===== config.mk =====
export PLATFORM = sky130hd
export DESIGN_NAME = uart_rx_oversample
export DESIGN_NICKNAME = d
export VERILOG_FILES = /design/src/rtl/uart_rx_oversample.sv
export SDC_FILE = /design/constraint.sdc
export NUM_CORES = 1
export LEC_CHECK = 0
export ABC_AREA = 1
export BUFFER_PORTS_ARGS = -buffer_cell sky130_fd_sc_hd__buf_2
export CAP_MARGIN = 10
export CELL_PAD_IN_SITES_DETAIL_PLACEMENT = 1
export CELL_PAD_IN_SITES_GLOBAL_PLACEMENT = 2
export CORE_UTILIZATION = 33
export CTS_BUF_LIST = sky130_fd_sc_hd__clkbuf_16
export CTS_CLUSTER_SIZE = 25
export DETAILED_ROUTE_END_ITERATION = 8
export GPL_ROUTABILITY_DRIVEN = 0
export PLACE_DENSITY = 0.83
export RECOVER_POWER = 100
export SYNTH_ARGS = -nofsm -noshare
export SYNTH_HDL_FRONTEND = slang
export SYNTH_SLANG_ARGS = --single-unit

===== constraint.sdc =====
create_clock -name clk -period 1.7 [get_ports clk]
set_input_delay 0.34 -clock clk [delete_from_list [all_inputs] [get_ports clk]]
set_output_delay 0.34 -clock clk [all_outputs]
set_load 0.005 [all_outputs]

===== src/rtl/uart_rx_oversample.sv =====
// uart_rx_oversample: 16x-oversampling UART receiver with valid/ready output and sticky error flags.
// Optional even-parity framing is enabled with the UART_RX_PARITY_EN macro.
module uart_rx_oversample #(
    parameter int CLK_HZ     = 100000000,
    parameter int BAUD       = 115200,
    parameter int OVERSAMPLE = 16,
    parameter int DIV        = CLK_HZ / (BAUD * OVERSAMPLE)
) (
    input  logic       clk,
    input  logic       reset_n,
    input  logic       rx,
    output logic [7:0] data,
    output logic       valid,
    input  logic       ready,
    output logic       busy,
    output logic       frame_err,
    output logic       overrun,
    input  logic       clr_err
`ifdef UART_RX_PARITY_EN
    ,output logic      parity_err
`endif
);
    localparam int DW = DIV > 1 ? $clog2(DIV) : 1;

    typedef enum logic [2:0] {
        IDLE,
        START,
        DATA,
`ifdef UART_RX_PARITY_EN
        PARITY,
`endif
        STOP
    } state_t;

    state_t        state_q, state_d;
    logic          rx_m_q, rx_s_q;
    logic [DW-1:0] div_q;
    logic [3:0]    scnt_q, scnt_d;
    logic [2:0]    bitcnt_q, bitcnt_d;
    logic          s7_q, s7_d, s8_q, s8_d;
    logic [7:0]    sh_q, sh_d;
    logic          armed_q, armed_d;
    logic [7:0]    data_q, data_d;
    logic          valid_q, valid_d;
    logic          ferr_q, ferr_d;
    logic          ovr_q, ovr_d;
`ifdef UART_RX_PARITY_EN
    logic          perr_q, perr_d;
`endif
    logic          tick, maj, at9, at15;

    assign tick = div_q == DW'(DIV - 1);
    assign maj  = (s7_q & s8_q) | (s7_q & rx_s_q) | (s8_q & rx_s_q);
    assign at9  = tick && scnt_q == 4'd9;
    assign at15 = tick && scnt_q == 4'd15;

    // Input synchronizer and free-running sample-tick divider
    always_ff @(posedge clk) begin
        if (!reset_n) begin
            rx_m_q <= 1'b1;
            rx_s_q <= 1'b1;
            div_q  <= '0;
        end else begin
            rx_m_q <= rx;
            rx_s_q <= rx_m_q;
            div_q  <= tick ? '0 : div_q + DW'(1);
        end
    end

    // Frame FSM next state, majority sampling, handshake and error flags
    always_comb begin
        state_d  = state_q;
        scnt_d   = tick ? scnt_q + 4'd1 : scnt_q;
        bitcnt_d = bitcnt_q;
        s7_d     = (tick && scnt_q == 4'd7) ? rx_s_q : s7_q;
        s8_d     = (tick && scnt_q == 4'd8) ? rx_s_q : s8_q;
        sh_d     = sh_q;
        armed_d  = armed_q | (state_q == IDLE && rx_s_q);
        data_d   = data_q;
        valid_d  = valid_q & ~ready;
        ferr_d   = ferr_q & ~clr_err;
        ovr_d    = ovr_q & ~clr_err;
`ifdef UART_RX_PARITY_EN
        perr_d   = perr_q & ~clr_err;
`endif
        case (state_q)
            IDLE: begin
                if (tick && armed_q && !rx_s_q) begin
                    state_d = START;
                    scnt_d  = 4'd0;
                end
            end
            START: begin
                if (at9 && maj) begin
                    state_d = IDLE;
                end else if (at15) begin
                    state_d  = DATA;
                    bitcnt_d = 3'd0;
                end
            end
            DATA: begin
                if (at9) sh_d[bitcnt_q] = maj;
                if (at15) begin
                    bitcnt_d = bitcnt_q + 3'd1;
`ifdef UART_RX_PARITY_EN
                    if (bitcnt_q == 3'd7) state_d = PARITY;
`else
                    if (bitcnt_q == 3'd7) state_d = STOP;
`endif
                end
            end
`ifdef UART_RX_PARITY_EN
            PARITY: begin
                if (at9 && ^{sh_q, maj}) perr_d = 1'b1;
                if (at15) state_d = STOP;
            end
`endif
            STOP: begin
                if (at9) begin
                    state_d = IDLE;
                    if (maj && (!valid_q || ready)) begin
                        data_d  = sh_q;
                        valid_d = 1'b1;
                    end else if (maj) begin
                        ovr_d = 1'b1;
                    end else begin
                        ferr_d  = 1'b1;
                        armed_d = 1'b0;
                    end
                end
            end
            default: state_d = IDLE;
        endcase
    end

    // Frame state registers
    always_ff @(posedge clk) begin
        if (!reset_n) begin
            state_q  <= IDLE;
            scnt_q   <= 4'd0;
            bitcnt_q <= 3'd0;
            s7_q     <= 1'b1;
            s8_q     <= 1'b1;
            sh_q     <= 8'd0;
            armed_q  <= 1'b0;
            data_q   <= 8'd0;
            valid_q  <= 1'b0;
            ferr_q   <= 1'b0;
            ovr_q    <= 1'b0;
`ifdef UART_RX_PARITY_EN
            perr_q   <= 1'b0;
`endif
        end else begin
            state_q  <= state_d;
            scnt_q   <= scnt_d;
            bitcnt_q <= bitcnt_d;
            s7_q     <= s7_d;
            s8_q     <= s8_d;
            sh_q     <= sh_d;
            armed_q  <= armed_d;
            data_q   <= data_d;
            valid_q  <= valid_d;
            ferr_q   <= ferr_d;
            ovr_q    <= ovr_d;
`ifdef UART_RX_PARITY_EN
            perr_q   <= perr_d;
`endif
        end
    end

    assign data      = data_q;
    assign valid     = valid_q;
    assign busy      = state_q != IDLE;
    assign frame_err = ferr_q;
    assign overrun   = ovr_q;
`ifdef UART_RX_PARITY_EN
    assign parity_err = perr_q;
`endif
endmodule


==> results.tsv <==
stage	metric	value	unit
outcome	outcome	finished, final reports clean	
layout	final_util	41.8	%
power	power.net_switching	384	uW
floorplan	dieHeight	76.2	um
setup_path	critPathKind	flop to flop	
sta	final_period_minus_worst_setup_slack	1.57	ns
layout	multiInputGateArea	902	um2
synth	largest_family_of_logic_cells_by_synthesized_area	simple AND/OR/NAND/NOR gates	
drt	final_antenna_net_count	0	
drt	total_drc_errors_in_the_routed_layout	0	
power	totalPowerFinal	1.86	mW
synth	seq_area_frac_synth	43.0	%
flow_run	count_of_max_cap_constraint_violations	0	
layout	post_route_cells_drive_above_1_share	15.9	%
setup_path	r2r.worst_path.cells	11	
synth	synth_compound_gate_area_share	9.44	%
layout	flow.area_growth_from_synthesis	19.7	%
power	peakVddDrop	0.382	mV
clocking	root_buffer	clkbuf_16	
floorplan	top_level_ports	17	
clocking	buffers_from_clock_root_to_sink_at_most	2	
power	power_per_cell_area	854	nW/um2
power	leakage	0.935	nW
clocking	insertion_delay	0.27	ns
synth	mappedNetlistNets	261	
sta	clock.fmax	0.637	GHz
clocking	ctsHoldBuffers	0	
synth	synth.avg_cell_area	7.30	um2
drt	route.detailed.wl_per_inst	12.0	um
floorplan	dieArea	5810	um2
setup_path	worst-r2r-setup-slack	0.13	ns
power	netSwitchingFraction	20.7	%
layout	area.sequential	782	um2
setup_path	cp_max_fo	7	
drt	detail_route.wirelength	4170	um
global_routing	grt_max_degree	14	
sta	timing.setup.tns	0	ns
power	power.combinational.fraction	2.8	%
global_routing	first_global_vias	1548	
floorplan	width_of_the_die	76.2	um
layout	mostFrequentLayoutCells	nand2_1 (55), nor2_1 (38), dfxtp_1 (38)	
synth	yosys.area_share.xor_xnor	1.93	%
synth	post_synthesis_register_bit_count	39	
sta	worstMarginPinSlew	0.292	ns
setup_path	endpoint_of_the_most_critical_register_to_register_path	state_q[1]	
synth	yosys.area_share.simple	32.4	%
placement	place.port_buffers	16	
synth	synth_warnings	0	
setup_path	worst-endpoint-required	1.88	ns
sta	finClkSkew	0.00315	ns
layout	layout_net_count	289	
floorplan	core_region_area	5200	um2
synth	synthMuxAreaShare	0	%
power	power.internal	1.47	mW
clocking	clock-sinks	39	
sta	hold_ws	0.251	ns
setup_path	critical_path.startpoint_type	flop	
setup_path	arrival	1.75	ns
worst_hold_path	timing.hold.worst.class	input pin to flop	
setup_path	end_kind	flop	
clocking	clock_buffer_count_from_cts	5	
sta	slew_headroom	80.4	%
drt	via_count	1574	
global_routing	gr_overflow_total	0	
clocking	tritoncts	yes	
layout	antenna_cells	0	
synth	post_synth_inst_count	249	
synth	post_synth_num_cell_types	28	
drt	number_of_iterations_in_the_first_detailed_routing_pass	4	
synth	syn_area	1820	um2
power	clkPwrFrac	46.9	%
floorplan	floorplan.rows	26	
layout	fillCellCount	676	
placement	dp.final_hpwl	3030	um
sta	slew_violations	0	
drt	number_of_drc_violations_after_detailed_routing_iteration_0	54	
sta	hold_viol	0	
setup_path	worstReg2RegStart	div_q[1]	
global_routing	antenna_found_initial	0	
global_routing	grt_usage	15.3	%
worst_hold_path	whs_endpoint	rx_m_q	
worst_hold_path	whs_path_cells	2	
power	share_seq_of_total_power	50.2	%
clocking	cts.htree.levels	2	
floorplan	initial_utilization	34.9	%
worst_hold_path	hp-start	rx	
sta	finalCritPeriodShare	92.4	%
layout	layout_commonest_cell	nand2_1	
sta	setup_viol	0	
drt	viasPerCell	4.54	
synth	synthAdderAreaFrac	4.82	%
global_routing	global_route_wire_length_before_repair	7110	um
clocking	clk_pin_slew_worst_paths	0.06	ns
[registers in the layout, summed over array words and instances, names as in the netlist]
signal     flops
armed_q        1
bitcnt_q       3
data           8
div_q          6
frame_err      1
overrun        1
rx_m_q         1
rx_s_q         1
s7_q           1
s8_q           1
scnt_q         4
sh_q           8
state_q        2
valid          1
[power groups by stage]
stage               logic, mW  clock network [mW]  registers (mW)
finish                 0.0529               0.871           0.932
floorplan              0.0290                   0           0.951
CTS                    0.0543               0.907           0.932
global placement       0.0524                   0           0.952
detailed placement     0.0539                   0           0.952
global route           0.0606               0.952           0.934
[synth_stat cells]
| master | number | area [um2] |
|---|---|---|
| or2_2 | 2 | 12.5 |
| dfxtp_1 | 39 | 781 |
| nand3_1 | 19 | 95.1 |
| nor3b_1 | 1 | 7.51 |
| xor2_1 | 3 | 26.3 |
| nand2_1 | 55 | 206 |
| a21oi_1 | 19 | 95.1 |
| nor2_2 | 2 | 12.5 |
| a21oi_4 | 1 | 16.3 |
| nand2_4 | 1 | 11.3 |
| inv_4 | 1 | 6.26 |
| nand4_1 | 3 | 18.8 |
| nor3_4 | 1 | 16.3 |
| clkinv_1 | 1 | 3.75 |
| inv_2 | 3 | 11.3 |
| nor2_4 | 1 | 11.3 |
| nor2_1 | 39 | 146 |
| nand2_2 | 3 | 18.8 |
| ha_1 | 7 | 87.6 |
| clkbuf_1 | 2 | 7.51 |
| nand4_4 | 1 | 21.3 |
| inv_1 | 31 | 116 |
| xnor2_1 | 1 | 8.76 |
| o21ai_0 | 6 | 30.0 |
| a211oi_1 | 3 | 22.5 |
| nor3_1 | 2 | 10.0 |
| o21a_1 | 1 | 7.51 |
| clkinv_4 | 1 | 8.76 |
[how the worst max path moves through the flow]
stage,from,end,depth (start not counted)
finish,div_q[1],state_q[1],11
floorplan,div_q[0],state_q[0],10
global placement,div_q[1],data[5],10
CTS,div_q[1],data[2],10
global route,div_q[1],state_q[1],11
detailed placement,div_q[1],data[2],10
[what timing repair did]
| item | 4_1_cts | 5_1_grt |
|---|---|---|
| gates resized for setup | 0 | 5 |
| setup endpoints to repair | 0 | 11 |
| buffers inserted | 0 | 1 |
[critical path: stages, from the launching register on]
cell	delay, ns
dfxtp_2	0.34
inv_1	0.05
ha_1	0.16
nand3_2	0.10
nor2_4	0.19
nand3_1	0.16
nand2_1	0.11
nand2_2	0.10
nor2_1	0.11
nor2_1	0.05
nand2_1	0.06
inv_1	0.03
[kinds of logic after synthesis]
logic type	after synthesis
AO/OA/AOI/OAI	30
XOR/XNOR	4
adder cells (fa/ha/maj)	7
buffers and inverters	39
flip-flops	39
AND/OR/NAND/NOR	130
[per-stage QoR]
step / setup WS [ns] / cells / cell area, um2
CTS: 0.0604 / 345 / 2150
global route: -0.00369 / 347 / 2170
detailed placement: 0.0790 / 338 / 2010
global placement: 0.123 / 338 / 2010
floorplan: 0.226 / 249 / 1820
finish: 0.129 / 347 / 2170
[per-layer routing]
layer	routed length, um	vias up	GRT usage, %
li1	-	839	-
met1	2240	711	21.7
met2	1750	18	22.6
met3	112	6	3.23
met4	57	0	5.77
met5	0	-	0
[cell type report]
class	instances	share of cell area (%)
multi-input combinational	172	41.5
sequential	39	36.0
inverter	37	6.85
clock buffer	5	5.75
timing repair buffer	22	5.52
tap	70	4.03
clock inverter	2	0.403
Power figures use the tool's default switching activity.
